**src/rtl/canny_accel_udiv_30ns_15ns_16_seq_pkg.sv**
```systemverilog
// Shared constants and types for the sequential 30/15 -> 16 unsigned divider.
//   Widths: 30-bit dividend, 15-bit divisor, 16-bit quotient, 15-bit remainder.
//   The FSM state enum, the number of restoring steps and the saturation value.
package canny_accel_udiv_30ns_15ns_16_seq_pkg;

  localparam int unsigned Din0Width = 30;
  localparam int unsigned Din1Width = 15;
  localparam int unsigned DoutWidth = 16;
  localparam int unsigned NumIter   = 16;
  localparam int unsigned CntWidth  = 5;

  localparam logic [DoutWidth-1:0] QuotSat = 16'hFFFF;

  typedef enum logic [1:0] {
    StIdle,
    StBusy,
    StDone
  } state_e;

endpackage

```
**src/rtl/canny_accel_udiv_30ns_15ns_16_seq_step.sv**
```systemverilog
// One combinational restoring-division step.
//   i_r       : partial remainder before the step (16 bits)
//   i_divisor : divisor (15 bits)
//   i_bit     : next dividend bit shifted in
//   o_r       : partial remainder after the step
//   o_q       : quotient bit produced by the step
module canny_accel_udiv_30ns_15ns_16_seq_step
  import canny_accel_udiv_30ns_15ns_16_seq_pkg::*;
(
  input  logic [DoutWidth-1:0] i_r,
  input  logic [Din1Width-1:0] i_divisor,
  input  logic                 i_bit,
  output logic [DoutWidth-1:0] o_r,
  output logic                 o_q
);

  logic [DoutWidth-1:0] w_shift;
  logic [DoutWidth-1:0] w_div;

  always_comb begin
    w_shift = {i_r[DoutWidth-2:0], i_bit};
    w_div   = DoutWidth'(i_divisor);
    // An MSB shifted out means the remainder already exceeds any 15-bit divisor.
    o_q     = i_r[DoutWidth-1] | (w_shift >= w_div);
    o_r     = o_q ? (w_shift - w_div) : w_shift;
  end

endmodule

```
**src/rtl/canny_accel_udiv_30ns_15ns_16_seq.sv**
```systemverilog
// Sequential unsigned divider: 30-bit dividend / 15-bit divisor -> 16-bit quotient,
// 15-bit remainder, one restoring step per enabled cycle, fixed 17-cycle latency.
//   clk, reset_n (sync, active low), ce (clock enable)
//   in_valid/in_ready, din0 (dividend), din1 (divisor): operand handshake
//   out_valid/out_ready, quot, rem, dbz (divide by zero), ovf (quotient overflow)
module canny_accel_udiv_30ns_15ns_16_seq
  import canny_accel_udiv_30ns_15ns_16_seq_pkg::*;
#(
  parameter int          ID         = 1,
  parameter int unsigned din0_WIDTH = Din0Width,
  parameter int unsigned din1_WIDTH = Din1Width,
  parameter int unsigned dout_WIDTH = DoutWidth
) (
  input  logic                  clk,
  input  logic                  reset_n,
  input  logic                  ce,
  input  logic                  in_valid,
  output logic                  in_ready,
  input  logic [din0_WIDTH-1:0] din0,
  input  logic [din1_WIDTH-1:0] din1,
  output logic                  out_valid,
  input  logic                  out_ready,
  output logic [dout_WIDTH-1:0] quot,
  output logic [din1_WIDTH-1:0] rem,
  output logic                  dbz,
  output logic                  ovf
);

  // The datapath is built for the package widths only.
  if (din0_WIDTH != Din0Width || din1_WIDTH != Din1Width || dout_WIDTH != DoutWidth)
  begin : g_bad_width
    $error("canny_accel_udiv_30ns_15ns_16_seq: unsupported width parameters");
  end
  if (ID < 0) begin : g_bad_id
    $error("canny_accel_udiv_30ns_15ns_16_seq: ID must be non-negative");
  end

  state_e               r_state,    w_state_nxt;
  logic [Din0Width-1:0] r_dividend, w_dividend_nxt;
  logic [Din1Width-1:0] r_divisor,  w_divisor_nxt;
  logic [DoutWidth-1:0] r_part,     w_part_nxt;
  logic [DoutWidth-1:0] r_q,        w_q_nxt;
  logic [CntWidth-1:0]  r_cnt,      w_cnt_nxt;
  logic [DoutWidth-1:0] r_quot,     w_quot_nxt;
  logic [Din1Width-1:0] r_rem,      w_rem_nxt;
  logic                 r_dbz,      w_dbz_nxt;
  logic                 r_ovf,      w_ovf_nxt;

  logic [DoutWidth-1:0] w_lo;
  logic [3:0]           w_bit_idx;
  logic                 w_bit;
  logic [DoutWidth-1:0] w_step_r;
  logic                 w_step_q;
  logic                 w_div_zero;
  logic                 w_q_ovf;

  // Step k consumes dividend bit 15-k, i.e. the bitwise inverse of k.
  always_comb begin
    w_lo       = r_dividend[DoutWidth-1:0];
    w_bit_idx  = ~r_cnt[3:0];
    w_bit      = w_lo[w_bit_idx];
    w_div_zero = (r_divisor == '0);
    w_q_ovf    = ({1'b0, r_dividend[Din0Width-1:DoutWidth]} >= r_divisor);
  end

  canny_accel_udiv_30ns_15ns_16_seq_step u_step (
    .i_r       (r_part),
    .i_divisor (r_divisor),
    .i_bit     (w_bit),
    .o_r       (w_step_r),
    .o_q       (w_step_q)
  );

  always_comb begin
    w_state_nxt    = r_state;
    w_dividend_nxt = r_dividend;
    w_divisor_nxt  = r_divisor;
    w_part_nxt     = r_part;
    w_q_nxt        = r_q;
    w_cnt_nxt      = r_cnt;
    w_quot_nxt     = r_quot;
    w_rem_nxt      = r_rem;
    w_dbz_nxt      = r_dbz;
    w_ovf_nxt      = r_ovf;
    case (r_state)
      StIdle: begin
        if (in_valid) begin
          w_dividend_nxt = din0;
          w_divisor_nxt  = din1;
          w_part_nxt     = {2'b00, din0[Din0Width-1:DoutWidth]};
          w_q_nxt        = '0;
          w_cnt_nxt      = '0;
          w_state_nxt    = StBusy;
        end
      end
      StBusy: begin
        if (r_cnt != CntWidth'(NumIter)) begin
          w_part_nxt = w_step_r;
          w_q_nxt    = {r_q[DoutWidth-2:0], w_step_q};
          w_cnt_nxt  = r_cnt + CntWidth'(1);
        end else begin
          // Extra cycle after the last step resolves the special cases.
          w_state_nxt = StDone;
          if (w_div_zero) begin
            w_quot_nxt = QuotSat;
            w_rem_nxt  = r_dividend[Din1Width-1:0];
            w_dbz_nxt  = 1'b1;
            w_ovf_nxt  = 1'b0;
          end else if (w_q_ovf) begin
            w_quot_nxt = QuotSat;
            w_rem_nxt  = '0;
            w_dbz_nxt  = 1'b0;
            w_ovf_nxt  = 1'b1;
          end else begin
            w_quot_nxt = r_q;
            w_rem_nxt  = r_part[Din1Width-1:0];
            w_dbz_nxt  = 1'b0;
            w_ovf_nxt  = 1'b0;
          end
        end
      end
      StDone: begin
        if (out_ready) begin
          w_state_nxt = StIdle;
        end
      end
      default: w_state_nxt = StIdle;
    endcase
  end

  always_ff @(posedge clk) begin
    if (!reset_n) begin
      r_state    <= StIdle;
      r_dividend <= '0;
      r_divisor  <= '0;
      r_part     <= '0;
      r_q        <= '0;
      r_cnt      <= '0;
      r_quot     <= '0;
      r_rem      <= '0;
      r_dbz      <= 1'b0;
      r_ovf      <= 1'b0;
    end else if (ce) begin
      r_state    <= w_state_nxt;
      r_dividend <= w_dividend_nxt;
      r_divisor  <= w_divisor_nxt;
      r_part     <= w_part_nxt;
      r_q        <= w_q_nxt;
      r_cnt      <= w_cnt_nxt;
      r_quot     <= w_quot_nxt;
      r_rem      <= w_rem_nxt;
      r_dbz      <= w_dbz_nxt;
      r_ovf      <= w_ovf_nxt;
    end
  end

  always_comb begin
    in_ready  = (r_state == StIdle);
    out_valid = (r_state == StDone);
    quot      = r_quot;
    rem       = r_rem;
    dbz       = r_dbz;
    ovf       = r_ovf;
  end

endmodule

```
**config.mk**
```make
export PLATFORM = sky130hd
export DESIGN_NAME = canny_accel_udiv_30ns_15ns_16_seq
export DESIGN_NICKNAME = d
export VERILOG_FILES = /design/src/rtl/canny_accel_udiv_30ns_15ns_16_seq_pkg.sv /design/src/rtl/canny_accel_udiv_30ns_15ns_16_seq_step.sv /design/src/rtl/canny_accel_udiv_30ns_15ns_16_seq.sv
export SDC_FILE = /design/constraint.sdc
export NUM_CORES = 1
export LEC_CHECK = 0
export CAP_MARGIN = 20
export CORE_UTILIZATION = 40
export DETAILED_ROUTE_END_ITERATION = 8
export GPL_TIMING_DRIVEN = 1
export PLACE_DENSITY = 0.62
export SYNTH_ARGS = -nofsm -noshare
export SYNTH_HDL_FRONTEND = slang
export SYNTH_SLANG_ARGS = --single-unit
```
**constraint.sdc**
```tcl
create_clock -name clk -period 4.7 [get_ports clk]
set_input_delay 0.94 -clock clk [delete_from_list [all_inputs] [get_ports clk]]
set_output_delay 0.94 -clock clk [all_outputs]
set_load 0.005 [all_outputs]
```
==> summary.txt, run 1 <==
Cells and area
  • Ant diodes: 0
  • Layout area overhead: 25.0%
  • Layout Nets: 846
  • Share of cells above drive strength 1: 8.24%
  • Filler cell count: 1330

Synthesis
  • Largest family of logic cells by synthesized area: compound AO/OA/AOI/OAI gates
  • Post-Synth Adder-Cell Area: 6.93%
  • Synth top area cells: dfxtp_1 40%, nand2_1 9.5%, ha_1 6.6%, a21boi_0 6.0%, o21ai_0 4.1%
  • Synth Area in Compound Gates: 24.8%
  • Ys async rst share: 0%
  • Top FF cell, synth: dfxtp_1
  • Number of synthesized flops with an enable pin: 0
  • Mapped Area: 0.00588 mm^2
  • Post-Syn Instances: 699
  • Post-synth top cells: 149 x nand2_1, 117 x dfxtp_1, 48 x o21ai_0
  • Xor/xnor cell area share of the yosys netlist: 2.08%
  • Synth Warn #: 0
  • Sequential element share of the synthesized area: 39.8%
  • Register bit count reported by yosys: 117
  • Post-synth net total: 781
  • Synth top area share: 39.8%
  • Mux cell area share after synthesis: 2.45%
  • Synth area leader: dfxtp_1
  • Post-synthesis simple-gate area fraction: 18.7%
  • Syn_area_per_cell: 8.42 um^2
  • Synth cell types: 52
  • Most frequent cell after synthesis: nand2_1

Place
  • GP Congestion: 0.910
  • Port buffer count: 84
  • Post-DP HPWL: 11.3 mm

Status
  • Status: complete, no violations

Setup path
  • Delay-heaviest family, CP: multiplexers
  • Kind of critical path: reg2reg
  • CP Cell Sequence: mux4_2 > mux4_2 > inv_1 > ha_1 > fa_1 > nand2b_1 > a21oi_1 > or4b_4 > a21boi_4 > buf_4 > nor2_1 > a21oi_1 > o21ai_0
  • Crit path DAT: 4270 ps
  • Crit Path Max Fanout: 21
  • CP required: 4980 ps
  • Slowest stage cell, crit path: mux4_2
  • Startpoint types: register
  • Crit-path max cell delay: 570 ps
  • Crit path buf inv count: 2
  • Nature of the critical path endpoint: register

Global route
  • Grt total ovfl: 0
  • Vias in the first global route: 5005
  • First-pass GRT wire length: 25.2 mm
  • Largest net degree at the start of global routing: 74
  • Antenna violations before repair: 0
  • Global-route usage over all layers: 21.9%

Timing
  • Slew of the pin with the lowest slew margin: 998 ps
  • Setup TNS: 0 ps
  • Max-slew violations: 0
  • Clk_skew: 10.9 ps
  • Final setup fails: 0
  • RSZ-0062 raised after global routing: no
  • Min Tclk post-route: 3990 ps
  • Final Hold Violating Endpoints: 0
  • WHS: 466 ps
  • Relative slew slack: 33.3%
  • Final Cycle Share: 84.9%
  • Max Fclk: 251 MHz

Route
  • Vias: 5207
  • Via/cell ratio: 5.44
  • Antenna viol nets, final: 0
  • DRT iter0 DRCs: 334
  • DR DRC count: 0
  • Drt wl/cell: 16.3 um
  • DR pass1 iterations: 5
  • WL final: 15.6 mm

Power
  • Lkg Pwr: 0.00272 uW
  • Power Dens Cells: 390 mW/mm^2
  • Worst vdd ir: 0.244 mV

Die
  • Io pins: 85
  • Std cell rows: 43
  • Core Footprint: 0.0141 mm^2
  • Die H: 123 um
  • Die area: 0.0152 mm^2
  • Overall die width: 123 um
  • Initial Utilization: 41.7%

Clock network
  • Hold-fix buffers, CTS: 0
  • Clock slew at reported path FFs: 50 ps
  • Htree depth: 4
  • Clock Latency Late Sink: 420 ps
  • CTS root buf: clkbuf_16
  • CTS buffer count: 17
  • Post-CTS Repair Setup Buffers: 0
  • CTS tree: built
  • Post_cts resized: 0
  • CTS sink cnt: 117
  • CTS Buffer Depth: 2

Worst hold path
  • Hold crit path type: reg2reg

Run
  • Max Cap Viol: 0
-- report_power, final --
part | switching, uW | internal [uW]
clock network | 464 | 723
registers | 42.8 | 1030
logic | 347 | 260
-- final timing paths --
kind,startpoint,end,slack (ps),depth (start not counted)
max,r_cnt[0],r_part[4],710,13
min,r_dividend[16],r_dividend[16],470,2
max reg2reg,r_cnt[0],r_part[4],710,13
min reg2reg,r_dividend[16],r_dividend[16],470,2
-- worst min-delay path, delay by kind of cell, from the launching register on --
kind	cells	cell delay, ps
flops	1	300
compound gates	1	60
simple gates	1	50
-- metal layers --
metal	wire length, um	GRT usage [%]	vias to the layer above	part of all wire [%]
met4	210	8.28	0	1.3
li1	-	-	2595	-
met5	0	0	-	0
met2	7490	36.5	162	48
met1	7080	27.4	2432	45
met3	807	4.89	18	5.2
-- stage by stage --
stage	instances	utilization, %	setup slack [ps]	area, um^2	total power, uW
final	957	52.2	710	7350	2870
after global routing	957	52.2	434	7350	3010
after CTS	957	52.2	700	7350	2890
after detailed placement	925	48.3	711	6810	1690
after global placement	925	48.3	823	6810	1690
after floorplan	699	-	1200	5880	1530
-- sequential cells by signal (all words and copies together), names as in the netlist --
name and cells:
r_part 16, dbz 1, r_q 16, r_state 2, rem 15, r_divisor 15
quot 16, r_dividend 30, ovf 1, r_cnt 5
-- logic make-up (layout without fill, tap and decap cells) --
logic type      Yosys count  in the layout
compound gates          206            206
xor+xnor                 14             14
fa+ha+maj                32             32
buf+inv                  77            155
flops                   117            117
mux                       8              8
simple gates            245            245
-- layout by cell type (no fill, tap or decap), drive strengths merged, types with 14 or more instances in the layout --
| master | netlist | routed |
|---|---|---|
| a21boi | 48 | 48 |
| a21oi | 28 | 28 |
| a22o | 15 | 15 |
| a22oi | 16 | 16 |
| clkbuf | 32 | 20 |
| clkdlybuf4s50 | 0 | 83 |
| dfxtp | 117 | 117 |
| ha | 31 | 31 |
| inv | 32 | 33 |
| nand2 | 149 | 149 |
| nand3 | 14 | 14 |
| nor2 | 21 | 21 |
| nor2b | 25 | 25 |
| o21ai | 49 | 49 |
| o221a | 16 | 16 |
-- layout make-up --
class | count | area, um^2 | area share [%]
inverters | 32 | 120 | 1.63
well taps | 180 | 225 | 3.06
multi-input cells | 505 | 3230 | 44.0
repair buffers | 91 | 891 | 12.1
flip-flops and latches | 117 | 2340 | 31.9
clock buffers | 20 | 437 | 5.94
clock inverters | 12 | 106 | 1.45
Note: power is estimated with default switching activity, not from simulation.
==> run 2: changes to the inputs <==
==> constraint.sdc (replaced) <==
create_clock -name clk -period 3.9 [get_ports clk]
set_input_delay 0.78 -clock clk [delete_from_list [all_inputs] [get_ports clk]]
set_output_delay 0.78 -clock clk [all_outputs]
set_load 0.005 [all_outputs]
==> run 2 against run 1 <==
First-iteration DRC count grew 0.90%. Utilization grew 0.72 points. Non-clock buffer count up 2. Clock skew decreased by 2.9 ps. Global-route usage is 0.19 points higher. Critical path depth is the same. Total power rose by 28%. Combinational power up 25%. Setup slack got worse by 440 ps. Fmax rose by 9.9%. Sequential share of layout area shrank 0.42 points. Largest power group unchanged.
==> summary.txt, run 2 (same netlist as run 1, synthesis figures left out) <==
Status
  • Status: complete, no violations

Route
  • DR DRC count: 0
  • Vias: 5203
  • DR pass1 iterations: 5
  • Drt wl/cell: 16.4 um
  • Via/cell ratio: 5.43
  • Antenna viol nets, final: 0
  • WL final: 15.7 mm
  • DRT iter0 DRCs: 337

Clock network
  • Post-CTS Repair Setup Buffers: 0
  • Clock Latency Late Sink: 420 ps
  • Post_cts resized: 0
  • Hold-fix buffers, CTS: 0
  • CTS sink cnt: 117
  • CTS tree: built
  • CTS Buffer Depth: 2
  • Clock slew at reported path FFs: 60 ps
  • CTS root buf: clkbuf_16
  • CTS buffer count: 17
  • Htree depth: 4

Global route
  • Grt total ovfl: 0
  • Antenna violations before repair: 0
  • Vias in the first global route: 5043
  • Global-route usage over all layers: 22.1%
  • Largest net degree at the start of global routing: 69
  • First-pass GRT wire length: 25.6 mm

Die
  • Overall die width: 123 um
  • Io pins: 85
  • Die area: 0.0152 mm^2
  • Initial Utilization: 41.7%
  • Die H: 123 um
  • Std cell rows: 43
  • Core Footprint: 0.0141 mm^2

Cells and area
  • Share of cells above drive strength 1: 8.99%
  • Reg with most FFs: r_dividend
  • Filler cell count: 1338
  • Multi-input logic area: 0.00323 mm^2
  • Finished Cell Area: 0.00745 mm^2
  • FF+latch area: 0.00234 mm^2
  • Largest register FFs: 30
  • Ant diodes: 0
  • Most frequent cells in the layout: 149 x nand2_1, 116 x dfxtp_1, 83 x clkdlybuf4s50_1, 48 x o21ai_0, 47 x a21boi_0
  • Post-Layout Cell Count: 959
  • Layout area overhead: 26.7%
  • Commonest non-fill, non-tap cell in the layout: nand2_1
  • Layout Nets: 848

Power
  • Worst vdd ir: 0.288 mV
  • Lkg Pwr: 0.00276 uW
  • Design Power: 3670 uW
  • Power Dens Cells: 492 mW/mm^2

Setup path
  • Crit path DAT: 3910 ps
  • Reg2reg path depth: 13
  • Nature of the critical path endpoint: register
  • Kind of critical path: reg2reg
  • Crit Path Max Fanout: 19
  • CP required: 4180 ps
  • Startpoint types: register

Timing
  • Slew of the pin with the lowest slew margin: 737 ps
  • Final Cycle Share: 93.1%
  • Final worst slack: 270 ps
  • Relative slew slack: 50.9%
  • Min Tclk post-route: 3630 ps
  • Final setup fails: 0
  • Clk_skew: 7.96 ps
  • Max Fclk: 276 MHz
  • Final Hold Violating Endpoints: 0
  • Max-slew violations: 0
  • Setup TNS: 0 ps
  • RSZ-0062 raised after global routing: no

Place
  • Port buffer count: 84
  • Setup WS pre-CTS: 173 ps
  • Post-DP HPWL: 11.3 mm
  • Cell Area, Placed: 0.00684 mm^2
  • GP Congestion: 0.889
  • DP Cell Count: 927

Worst hold path
  • Hold depth: 2
  • Hold crit path type: reg2reg

Run
  • Max Cap Viol: 0
==> run 2: cell type report <==
cell class,count,share of cell area (%)
sequential,117,31.4
clock buffer,18,5.89
clock inverter,14,2.37
inverter,32,1.61
tap,180,3.02
timing repair buffer,93,12.3
multi-input combinational,505,43.4
==> run 2: per-layer routing <==
metal	vias to the layer above	track usage, %	part of all wire [%]
li1	2588	-	-
met5	-	0	0
met3	31	5.17	4.7
met2	152	35.9	46
met1	2432	28.2	46
met4	0	8.66	2.7
==> run 2: power by group <==
group / internal [uW] / switching [uW] / leakage, uW
logic: 333 / 427 / 0.00153
clock network: 1030 / 592 / 0.000285
registers: 1240 / 52.5 / 0.000949
==> run 2: final timing paths <==
kind | startpoint | endpoint | slack, ps
worst min register to register | r_dividend[18] | r_dividend[18] | 470
worst max-delay path | r_cnt[0] | r_part[4] | 270
worst max register to register | r_cnt[0] | r_part[4] | 270
worst min-delay path | r_dividend[18] | r_dividend[18] | 470
==> run 2: per-stage QoR <==
| stage | util, % | hold WS, ps |
|---|---|---|
| 3_3_place_gp | 48.5 | 457 |
| 4_1_cts | 52.9 | 475 |
| 2_1_floorplan | - | 441 |
| 3_5_place_dp | 48.5 | 467 |
| 5_1_grt | 52.9 | 500 |
| 6_report | 52.9 | 471 |
==> run 2: worst max-delay path, cell delays in order, from the launching register on <==
cell	delay, ps
dfxtp_2	440
mux4_2	530
mux4_2	510
inv_1	80
ha_1	170
fa_1	210
nand2b_1	130
a21oi_1	80
or4b_4	530
a21boi_4	320
buf_12	200
nor2_1	60
a21oi_1	130
o21ai_0	100
==> run 3: changes to the inputs <==
--- a/config.mk
+++ b/config.mk
@@ -6,9 +6,11 @@
 export NUM_CORES = 1
 export LEC_CHECK = 0
 export CAP_MARGIN = 20
+export CORE_ASPECT_RATIO = 0.8
 export CORE_UTILIZATION = 40
 export DETAILED_ROUTE_END_ITERATION = 8
 export GPL_TIMING_DRIVEN = 1
+export MAX_ROUTING_LAYER = met4
 export PLACE_DENSITY = 0.62
 export SYNTH_ARGS = -nofsm -noshare
 export SYNTH_HDL_FRONTEND = slang
==> run 3 against run 2 <==
Sequential cell count unchanged. Combinational power grew 0.5%. Total power is essentially flat. Sequential power hardly changed. Wire length up 4.2%. Utilization down 0.67 points. Die area about the same. Final cell count increased by 0.42%. Critical path type unchanged.
==> summary.txt, run 3 (same netlist as run 1, synthesis figures left out) <==
Timing
  • Clk_skew: 10.5 ps
  • Max Fclk: 280 MHz
  • Max-slew violations: 0
  • Slew of the pin with the lowest slew margin: 850 ps
  • Relative slew slack: 43.3%
  • Setup TNS: 0 ps
  • Min Tclk post-route: 3580 ps
  • Final setup fails: 0
  • WHS: 472 ps
  • RSZ-0062 raised after global routing: no
  • Final Hold Violating Endpoints: 0
  • Final worst slack: 322 ps
  • Final Cycle Share: 91.7%

Global route
  • GR Util met2: 32.8%
  • Vias in the first global route: 4865
  • First-pass GRT wire length: 26.3 mm
  • Antenna violations before repair: 0
  • Global-route usage over all layers: 23.5%
  • Met3 GRT Util: 4.96%
  • Most used routing layer: met1
  • Largest net degree at the start of global routing: 98
  • Grt total ovfl: 0
  • Met1 Use GR: 33.6%

Run
  • Max Cap Viol: 0

Setup path
  • Nature of the critical path endpoint: register
  • Kind of critical path: reg2reg
  • Crit Path Max Fanout: 19
  • Slowest stage cell, crit path: mux4_2
  • Most used cell, CP: mux4_2
  • Crit path DAT: 3870 ps
  • CP Cell Sequence: mux4_2 > mux4_2 > inv_1 > ha_1 > fa_1 > nand2b_1 > a21oi_1 > or4b_4 > a21boi_4 > buf_12 > mux2i_1 > o21ai_0
  • Crit-path max cell delay: 530 ps
  • Crit path buf inv count: 2
  • Startpoint types: register
  • Delay-heaviest family, CP: multiplexers
  • CP required: 4190 ps

Cells and area
  • Reg with most FFs: r_dividend
  • Layout Nets: 848
  • Commonest non-fill, non-tap cell in the layout: nand2_1
  • FF+latch area: 0.00234 mm^2
  • Most frequent cells in the layout: 149 x nand2_1, 116 x dfxtp_1, 83 x clkdlybuf4s50_1, 48 x o21ai_0, 47 x a21boi_0
  • Layout area overhead: 26.9%
  • Multi-input logic area: 0.00323 mm^2
  • Ant diodes: 0
  • Filler cell count: 1307
  • Share of cells above drive strength 1: 8.86%
  • Largest register FFs: 30

Place
  • Port buffer count: 84
  • GP Congestion: 0.872
  • Setup WS pre-CTS: 171 ps
  • Post-DP HPWL: 11.8 mm

Route
  • DR DRC count: 0
  • Vias: 5254
  • DR pass1 iterations: 6
  • WL final: 16.4 mm
  • Via/cell ratio: 5.46
  • Antenna viol nets, final: 0
  • Drt wl/cell: 17.0 um
  • DRT iter0 DRCs: 438

Die
  • Overall die width: 138 um
  • Std cell rows: 39
  • Initial Utilization: 41.2%
  • Core Footprint: 0.0143 mm^2
  • Die area: 0.0152 mm^2
  • Io pins: 85
  • Die H: 110 um

Clock network
  • CTS Buffer Depth: 2
  • Clock slew at reported path FFs: 60 ps
  • Hold-fix buffers, CTS: 0
  • Clock Latency Late Sink: 420 ps
  • CTS tree: built
  • CTS buffer count: 17
  • CTS root buf: clkbuf_16
  • Htree depth: 4
  • CTS sink cnt: 117

Status
  • Status: complete, no violations

Worst hold path
  • Hold crit path type: reg2reg

Power
  • Power Dens Cells: 492 mW/mm^2
  • Lkg Pwr: 0.00276 uW
  • Design Power: 3670 uW
  • Worst vdd ir: 0.337 mV
run 3: changes by cell type in the layout (fill, tap and decap cells not counted):
cell | before | now
buf_4 | 9 | 8
inv_8 | 0 | 1
clkbuf_8 | 1 | 0
buf_12 | 1 | 2
clkinvlp_4 | 5 | 4
clkinv_4 | 3 | 5
inv_6 | 2 | 0
clkbuf_1 | 0 | 1
run 3: cell type report:
cell class	count	area share, %
sequential	117	31.4
timing repair buffer	93	12.5
clock buffer	18	5.75
clock inverter	14	2.41
multi-input combinational	505	43.3
inverter	32	1.61
tap	184	3.08
run 3: timing repair:
item / in CTS / in global routing
buffers inserted: 0 / 0
setup endpoints to repair: 0 / 3
resized for setup: 0 / 1
run 3: routing by layer:
metal	wire [um]	vias to the layer above
met3	928	17
met5	0	-
li1	-	2603
met2	7260	162
met1	8030	2472
met4	184	0
run 3: power breakdown:
| group | leakage, uW | internal [uW] | total (uW) | switching, uW |
|---|---|---|---|---|
| sequential | 0.000949 | 1240 | 1290 | 52.8 |
| combinational | 0.00153 | 335 | 764 | 429 |
| clock | 0.000284 | 1010 | 1610 | 604 |
run 3: worst reg2reg max path, stage by stage, from the launching register on:
cell	delay, ps
dfxtp_2	440
mux4_2	530
mux4_2	510
inv_1	80
ha_1	170
fa_1	200
nand2b_1	130
a21oi_1	80
or4b_4	530
a21boi_4	310
buf_12	190
mux2i_1	180
o21ai_0	90
run 3: metrics by stage:
| step | area, um^2 | utilization (%) | std cells |
|---|---|---|---|
| 2_1_floorplan | 5880 | - | 699 |
| 3_3_place_gp | 6860 | 47.9 | 931 |
| 3_5_place_dp | 6860 | 47.9 | 931 |
| 4_1_cts | 7460 | 52.2 | 963 |
| 5_1_grt | 7470 | 52.2 | 963 |
| 6_report | 7470 | 52.2 | 963 |
run 3: worst paths after layout:
check                  from  slack (ps)  cells past startpoint              to
min reg2reg  r_dividend[22]         470                      2  r_dividend[22]
max                r_cnt[0]         320                     12       r_part[3]
max reg2reg        r_cnt[0]         320                     12       r_part[3]
min          r_dividend[22]         470                      2  r_dividend[22]
